## src/rtl/fan_batch_sched_if.sv

```systemverilog
// Purpose: handshake bundle between an element source, fan_batch_sched and the fan reduction network.
// Ports:   input stream (in_valid/in_ready/in_data/in_row/in_last), lane vector out (out_valid/out_ready/out_line),
//          tile_done pulse and batch_cnt status. slave = scheduler side, master = testbench/upstream side.
interface fan_batch_sched_if #(
  parameter int N_STACK = 4,
  parameter int DW_DATA = 32,
  parameter int DW_ROW  = 4,
  parameter int NUM_IN  = 8
) ();
  localparam int DW_LINE = N_STACK*DW_DATA + DW_ROW + 4;

  logic                        in_valid;
  logic                        in_ready;
  logic [N_STACK*DW_DATA-1:0]  in_data;
  logic [DW_ROW-1:0]           in_row;
  logic                        in_last;
  logic                        out_valid;
  logic                        out_ready;
  logic [NUM_IN*DW_LINE-1:0]   out_line;
  logic                        tile_done;
  logic [15:0]                 batch_cnt;

  modport slave (
    input  in_valid, in_data, in_row, in_last, out_ready,
    output in_ready, out_valid, out_line, tile_done, batch_cnt
  );

  modport master (
    output in_valid, in_data, in_row, in_last, out_ready,
    input  in_ready, out_valid, out_line, tile_done, batch_cnt
  );
endinterface

```

## src/rtl/fan_batch_sched.sv

```systemverilog
// Purpose: packs up to NUM_IN row-tagged stacks into one lane vector with per-lane ctrl nibbles
//          {valid, keep, seg_start, seg_end}, issues it, and signals tile_done after the network drains.
// Latency: out_valid rises the cycle after the closing accept (or FLUSH_TIMEOUT+1 cycles after the last accept).
// Backpressure: in_ready is low outside FILL; out_line is held while out_valid & !out_ready.
// Ports: clk, rst_n (async, active-low) and the slave side of fan_batch_sched_if; all outputs registered.
module fan_batch_sched #(
  parameter int N_STACK       = 4,
  parameter int DW_DATA       = 32,
  parameter int DW_ROW        = 4,
  parameter int NUM_IN        = 8,
  parameter int FAN_LAT       = 3,
  parameter int FLUSH_TIMEOUT = 16
) (
  input  logic                clk,
  input  logic                rst_n,
  fan_batch_sched_if.slave    bus
);
  localparam int DW_STK  = N_STACK*DW_DATA;
  localparam int DW_LINE = DW_STK + DW_ROW + 4;
  localparam int CW      = $clog2(NUM_IN+1);
  localparam int TW      = $clog2(FLUSH_TIMEOUT+2);
  localparam int DRW     = $clog2(FAN_LAT+1);

  typedef enum logic [1:0] {S_FILL, S_ISSUE, S_DRAIN} state_t;

  state_t                   state_q;
  logic [CW-1:0]            cnt_q, cnt_d;
  logic [DW_ROW-1:0]        lane_row_q [NUM_IN];
  logic [DW_ROW-1:0]        lane_row_d [NUM_IN];
  logic [DW_STK-1:0]        lane_dat_q [NUM_IN];
  logic [DW_STK-1:0]        lane_dat_d [NUM_IN];
  logic                     last_q;
  logic [TW-1:0]            to_q;
  logic [DRW-1:0]           drn_q;
  logic                     in_ready_q;
  logic                     out_valid_q;
  logic [NUM_IN*DW_LINE-1:0] out_line_q, line_d;
  logic                     tile_done_q;
  logic [15:0]              batch_cnt_q;

  logic                     acc;
  logic                     close_acc;
  logic                     flush;
  logic [NUM_IN:0]          row_chg;

  assign acc       = (state_q == S_FILL) && bus.in_valid && in_ready_q;
  assign close_acc = acc && ((cnt_d == CW'(NUM_IN)) || bus.in_last);
  assign flush     = (state_q == S_FILL) && !acc && (cnt_q != '0) &&
                     (FLUSH_TIMEOUT != 0) && (to_q == TW'(FLUSH_TIMEOUT));

  // Buffer contents as they will be after this cycle's accept, so the closing
  // element is already part of the vector registered on entry to ISSUE.
  always_comb begin
    lane_row_d = lane_row_q;
    lane_dat_d = lane_dat_q;
    cnt_d      = cnt_q;
    if (acc) cnt_d = cnt_q + CW'(1);
    for (int i = 0; i < NUM_IN; i++) begin
      if (acc && (cnt_q == CW'(i))) begin
        lane_row_d[i] = bus.in_row;
        lane_dat_d[i] = bus.in_data;
      end
    end
  end

  // row_chg[i] marks a segment boundary between lane i-1 and lane i; the two
  // outer positions are always boundaries so lane 0 starts and lane NUM_IN-1 ends.
  always_comb begin
    row_chg         = '0;
    row_chg[0]      = 1'b1;
    row_chg[NUM_IN] = 1'b1;
    for (int i = 1; i < NUM_IN; i++) begin
      row_chg[i] = (lane_row_d[i] != lane_row_d[i-1]);
    end
    line_d = '0;
    for (int i = 0; i < NUM_IN; i++) begin
      if (i < int'(cnt_d)) begin
        line_d[i*DW_LINE +: DW_LINE] = {2'b11, row_chg[i],
                                        (i == int'(cnt_d) - 1) | row_chg[i+1],
                                        lane_row_d[i], lane_dat_d[i]};
      end
    end
  end

  always_ff @(posedge clk or negedge rst_n) begin
    if (!rst_n) begin
      state_q     <= S_FILL;
      cnt_q       <= '0;
      for (int i = 0; i < NUM_IN; i++) begin
        lane_row_q[i] <= '0;
        lane_dat_q[i] <= '0;
      end
      last_q      <= 1'b0;
      to_q        <= '0;
      drn_q       <= '0;
      in_ready_q  <= 1'b1;
      out_valid_q <= 1'b0;
      out_line_q  <= '0;
      tile_done_q <= 1'b0;
      batch_cnt_q <= '0;
    end else begin
      tile_done_q <= 1'b0;
      case (state_q)
        S_FILL: begin
          lane_row_q <= lane_row_d;
          lane_dat_q <= lane_dat_d;
          cnt_q      <= cnt_d;
          if (acc) begin
            to_q <= '0;
            if (bus.in_last) last_q <= 1'b1;
          end else if ((cnt_q != '0) && (FLUSH_TIMEOUT != 0)) begin
            to_q <= to_q + TW'(1);
          end
          if (close_acc || flush) begin
            state_q     <= S_ISSUE;
            out_line_q  <= line_d;
            out_valid_q <= 1'b1;
            in_ready_q  <= 1'b0;
            to_q        <= '0;
          end else begin
            // Also re-opens the input one cycle after the tile_done pulse.
            in_ready_q  <= 1'b1;
          end
        end
        S_ISSUE: begin
          if (bus.out_ready) begin
            out_valid_q <= 1'b0;
            batch_cnt_q <= batch_cnt_q + 16'd1;
            cnt_q       <= '0;
            if (last_q) begin
              state_q <= S_DRAIN;
              drn_q   <= DRW'(FAN_LAT);
              last_q  <= 1'b0;
            end else begin
              state_q    <= S_FILL;
              in_ready_q <= 1'b1;
            end
          end
        end
        S_DRAIN: begin
          if (drn_q == '0) begin
            tile_done_q <= 1'b1;
            state_q     <= S_FILL;
          end else begin
            drn_q <= drn_q - DRW'(1);
          end
        end
        default: state_q <= S_FILL;
      endcase
    end
  end

  assign bus.in_ready  = in_ready_q;
  assign bus.out_valid = out_valid_q;
  assign bus.out_line  = out_line_q;
  assign bus.tile_done = tile_done_q;
  assign bus.batch_cnt = batch_cnt_q;
endmodule

```

## src/flat_wrapper.sv

```systemverilog
// flat-port wrapper written by rule: the top's interface ports become plain ports
module fan_batch_sched_flat 
#(
  parameter int N_STACK       = 4,
  parameter int DW_DATA       = 32,
  parameter int DW_ROW        = 4,
  parameter int NUM_IN        = 8,
  parameter int FAN_LAT       = 3,
  parameter int FLUSH_TIMEOUT = 16
)
  (clk, rst_n, bus_in_valid, bus_in_data, bus_in_row, bus_in_last, bus_out_ready, bus_in_ready, bus_out_valid, bus_out_line, bus_tile_done, bus_batch_cnt);
  fan_batch_sched_if #(.N_STACK(N_STACK), .DW_DATA(DW_DATA), .DW_ROW(DW_ROW), .NUM_IN(NUM_IN)) bus_i ();
  input  logic clk;
  input  logic rst_n;
  input wire logic [$bits(bus_i.in_valid)-1:0] bus_in_valid;
  input wire logic [$bits(bus_i.in_data)-1:0] bus_in_data;
  input wire logic [$bits(bus_i.in_row)-1:0] bus_in_row;
  input wire logic [$bits(bus_i.in_last)-1:0] bus_in_last;
  input wire logic [$bits(bus_i.out_ready)-1:0] bus_out_ready;
  output wire logic [$bits(bus_i.in_ready)-1:0] bus_in_ready;
  output wire logic [$bits(bus_i.out_valid)-1:0] bus_out_valid;
  output wire logic [$bits(bus_i.out_line)-1:0] bus_out_line;
  output wire logic [$bits(bus_i.tile_done)-1:0] bus_tile_done;
  output wire logic [$bits(bus_i.batch_cnt)-1:0] bus_batch_cnt;
  assign bus_i.in_valid = bus_in_valid;
  assign bus_i.in_data = bus_in_data;
  assign bus_i.in_row = bus_in_row;
  assign bus_i.in_last = bus_in_last;
  assign bus_i.out_ready = bus_out_ready;
  assign bus_in_ready = bus_i.in_ready;
  assign bus_out_valid = bus_i.out_valid;
  assign bus_out_line = bus_i.out_line;
  assign bus_tile_done = bus_i.tile_done;
  assign bus_batch_cnt = bus_i.batch_cnt;
  fan_batch_sched #(.N_STACK(N_STACK), .DW_DATA(DW_DATA), .DW_ROW(DW_ROW), .NUM_IN(NUM_IN), .FAN_LAT(FAN_LAT), .FLUSH_TIMEOUT(FLUSH_TIMEOUT)) u_core (.clk(clk), .rst_n(rst_n), .bus(bus_i));
endmodule
```

## config.mk

```make
export PLATFORM = sky130hd
export DESIGN_NAME = fan_batch_sched_flat
export DESIGN_NICKNAME = d
export VERILOG_FILES = /design/src/rtl/fan_batch_sched_if.sv /design/src/rtl/fan_batch_sched.sv /design/src/flat_wrapper.sv
export SDC_FILE = /design/constraint.sdc
export NUM_CORES = 2
export LEC_CHECK = 0
export CORE_AREA = 2 2 482 484
export CTS_CLUSTER_SIZE = 30
export DETAILED_ROUTE_END_ITERATION = 8
export DIE_AREA = 0 0 484 486
export PLACE_DENSITY = 0.67
export RECOVER_POWER = 50
export SLEW_MARGIN = 40
export SYNTH_ARGS = -nofsm -noshare
export SYNTH_HDL_FRONTEND = slang
export SYNTH_SLANG_ARGS = --single-unit
```

## constraint.sdc

```tcl
create_clock -name clk -period 2.94 [get_ports clk]
set_input_delay 0.588 -clock clk [delete_from_list [all_inputs] [get_ports clk]]
set_output_delay 0.588 -clock clk [all_outputs]
set_load 0.03 [all_outputs]
```

==> flow_metrics.py <==
metrics = {
    "run_status": {
        "status": "finished, violations left",
        "violations": "max-slew violations",
    },
    "floorplanning": {
        "dieWidth_um": 484,
        "start_util_pct": 34.9,
        "coreArea_um2": 229000,
        "ioPinCount": 1244,
        "die_area_um2": 235000,
        "fp.dieH_um": 486,
        "fp-row-count": 176,
    },
    "synth": {
        "synth_top_area_share_pct": 67.6,
        "ys_seq_area_share_pct": 67.7,
        "synth_top_area_cell": "dfrtp_1",
        "yosysMostFrequentCell": "dfrtp_1",
        "synthCells": 5341,
        "synthArstFlopShare_pct": 100,
        "ys_seq_elements": 2167,
        "synth_flop_cell": "dfrtp_1",
        "syn_nets": 5486,
        "synthTopCellsByCount": "2166 x dfrtp_1, 915 x a22o_1, 908 x mux2_2",
        "avgSynthCellArea_um2": 15.0,
        "syn_area_um2": 80200,
        "synth_edf_count": 0,
        "yosysUniqueCellTypes": 69,
        "yosysWarnings": 0,
        "synth.area.top_cells": "dfrtp_1 68%, mux2_2 13%, a22o_1 10%, mux2i_1 1.8%, buf_2 1.6%",
    },
    "final_layout": {
        "final_layout_size_suffix_gt1_share_pct": 23.2,
        "final_area_um2": 107000,
        "nets": 7003,
        "nFillCells": 19900,
        "final-seq-area_um2": 54200,
        "multi_input_area_um2": 23500,
        "syn2layout_area_growth_pct": 33.4,
        "final_util_pct": 46.6,
    },
    "pwr": {
        "p_leak_nw": 50.3,
        "combPwrFrac_pct": 38.8,
        "internal_power_mw": 80.1,
        "ir_drop_mv": 0.779,
        "power_density_nw_per_um2": 1180,
        "p_sw_mw": 46.0,
        "clkPwrFrac_pct": 23.1,
        "swShare_pct": 36.5,
        "seqPwrFrac_pct": 38.1,
    },
    "critical_path": {
        "path_class": "reg2reg",
        "r2r_setup_slack_ps": 120,
        "cpMaxStageDelayCell": "or4_4",
        "critPathLaunchType": "flop",
        "required_ps": 3690,
        "r2r_cells": 9,
        "path_cells": "buf_4 > ha_1 > xor2_1 > or4_4 > o22a_4 > nor2_4 > o221ai_4 > buf_12 > o21ai_0",
        "r2r-start": "u_core.cnt_q[0]$_DFFE_PN0P_",
        "path_max_fanout": 66,
        "r2r_end": "u_core.bus.out_line[614]$_DFFE_PN0P_",
        "critPathMaxStageDelay_ps": 430,
        "cp-end-kind": "flop",
        "cp.arrival_ps": 3570,
    },
    "placement": {
        "io_buffers": 1243,
        "dpl.hpwl_um": 190000,
        "dpl-instance-area_um2": 99600,
        "gp_congestion": 0.847,
    },
    "timing": {
        "post-route-period-util_pct": 95.8,
        "fin_setup_tns_ps": 0,
        "skew_ps": 63.8,
        "final_max_slew_viol_count": 19,
        "fin_crit_ps": 2820,
        "hold_slack_ps": 476,
        "hold_violations": 0,
        "relSlewSlack_pct": -0.223,
        "finalSetupViolations": 0,
        "fmax_ghz": 0.355,
        "tightest_slew_ps": 1500,
    },
    "clocking": {
        "insertion_delay_ps": 870,
        "cts.path.max_buffers": 3,
        "htree_levels": 4,
        "cts_buffers": 219,
        "cts_root_buffer": "clkbuf_16",
        "clk_pin_slew_ps": 60,
        "clkSinkCount": 2167,
        "tritoncts": "done",
    },
    "global_routing": {
        "grt_pass1_vias": 55200,
        "grt_max_degree": 145,
        "grtUsageTotal_pct": 22.9,
        "overflow": 0,
        "grt_pass1_wl_um": 398000,
        "grt_antenna_before_repair": 15,
    },
    "routing": {
        "via_per_inst": 5.31,
        "dr.pass1.iters": 5,
        "drt_iter0_markers": 4031,
        "drt-total-wl_um": 276000,
        "detail-route-antenna-nets": 0,
        "num_vias": 53500,
        "drc_errors": 0,
        "wl_per_cell_um": 27.4,
    },
    "worst_hold_path": {
        "hold_path.class": "reg2reg",
        "whs_path_depth": 2,
        "hold_start": "u_core.lane_dat_q[460]$_DFFE_PN0N_",
        "holdPathEnd": "u_core.lane_dat_q[460]$_DFFE_PN0N_",
    },
    "job": {
        "cap_viol_max_count": 0,
    },
}
==> sequential cells by signal, summed over array words and instances (netlist names), 2 cells and up <==
| signal | flops |
|---|---|
| u_core.state_q | 2 |
| u_core.drn_q | 2 |
| u_core.lane_row_q | 32 |
| u_core.to_q | 5 |
| u_core.cnt_q | 4 |
| u_core.bus.batch_cnt | 16 |
| u_core.bus.out_line | 1078 |
| u_core.lane_dat_q | 1024 |
==> metrics by stage <==
step	cells	power (mW)	setup WS (ps)
floorplan	5341	74.6	257
global placement	9651	95.7	-321
detailed placement	9651	97.2	-342
CTS	10100	127	3.28
global route	10100	132	-5.55
finish	10100	126	123
==> critical path, delay by kind of cell (launching register included) <==
kind	cells	cell delay, ps
buffers and inverters	2	400
xor gates and xnor gates	1	140
and+or+nand+nor	2	610
adders and majority gates	1	230
AOI/OAI and AO/OA	3	760
DFF	1	390
==> final cells by class <==
class | count | share of cell area (%)
clock buffer | 312 | 5.91
multi-input combinational | 2628 | 22.0
sequential | 2167 | 50.7
tap | 3026 | 3.54
timing repair buffer | 1683 | 16.1
antenna | 8 | 0.0187
clock inverter | 88 | 1.15
inverter | 159 | 0.558
==> layout by cell type (no fill, tap or decap), drive strengths merged, types with 4 or more instances in the layout <==
| cell type | instances |
|---|---|
| dfrtp | 2166 |
| clkdlybuf4s50 | 1236 |
| a22o | 915 |
| mux2 | 908 |
| clkbuf | 404 |
| buf | 352 |
| nand2 | 207 |
| inv | 176 |
| o21ai | 165 |
| mux2i | 147 |
| xnor2 | 53 |
| clkinv | 40 |
| nor2 | 27 |
| xor2 | 23 |
| bufinv | 22 |
| a21oi | 20 |
| a22oi | 18 |
| nand3 | 18 |
| o31ai | 11 |
| nor3 | 11 |
| and3 | 9 |
| clkinvlp | 9 |
| diode | 8 |
| nand2b | 8 |
| ha | 8 |
| a31oi | 7 |
| or2 | 6 |
| nor4 | 6 |
| o2111ai | 5 |
| and2 | 4 |
| nand4 | 4 |
==> power groups by stage <==
stage / clock [mW] / sequential (mW) / combinational [mW]
after floorplan: 0 / 55.7 / 18.9
after global placement: 0 / 47.8 / 47.9
after detailed placement: 0 / 48.1 / 49.1
after CTS: 29.6 / 47.8 / 49.4
after global routing: 30.9 / 49.0 / 51.7
final: 29.2 / 48.0 / 48.9
==> metal layers <==
layer | vias up | share of wire [%] | GRT usage, %
li1 | 22400 | - | -
met2 | 2222 | 46 | 35.9
met5 | - | 0.011 | 0
met3 | 410 | 7.0 | 5.20
met4 | 4 | 4.8 | 10.4
met1 | 28400 | 42 | 30.2
==> worst max path at each step <==
stage	from	end	slack (ps)	cells past startpoint
4_1_cts	u_core.bus.out_line[271]$_DFFE_PN0P_	bus_out_line[270]	3	1
3_5_place_dp	bus_in_valid	u_core.bus.out_line[1012]$_DFFE_PN0P_	-340	8
5_1_grt	u_core.cnt_q[1]$_DFFE_PN0P_	u_core.bus.out_line[546]$_DFFE_PN0P_	-6	9
2_1_floorplan	u_core.cnt_q[0]$_DFFE_PN0P_	u_core.bus.out_line[945]$_DFFE_PN0P_	260	11
6_report	u_core.cnt_q[0]$_DFFE_PN0P_	u_core.bus.out_line[614]$_DFFE_PN0P_	120	9
3_3_place_gp	bus_in_valid	u_core.bus.out_line[66]$_DFFE_PN0P_	-320	8
==> logic make-up after synthesis <==
| logic type | synth area share, % |
|---|---|
| adder cells (fa/ha/maj) | 0.125 |
| AO/OA/AOI/OAI | 11.9 |
| flip-flops | 67.7 |
| AND/OR/NAND/NOR | 1.74 |
| multiplexers | 14.6 |
| buffers and inverters | 3.14 |
| XOR/XNOR | 0.830 |
==> what timing repair did <==
item,CTS,global route
hold buffers,1,0
cloned,2,3
setup endpoints to repair,227,257
pin swaps,0,1
hold endpoints to repair,30,0
buffers inserted,0,5
gates resized for setup,7,5
Note: power is estimated with default switching activity, not from simulation.
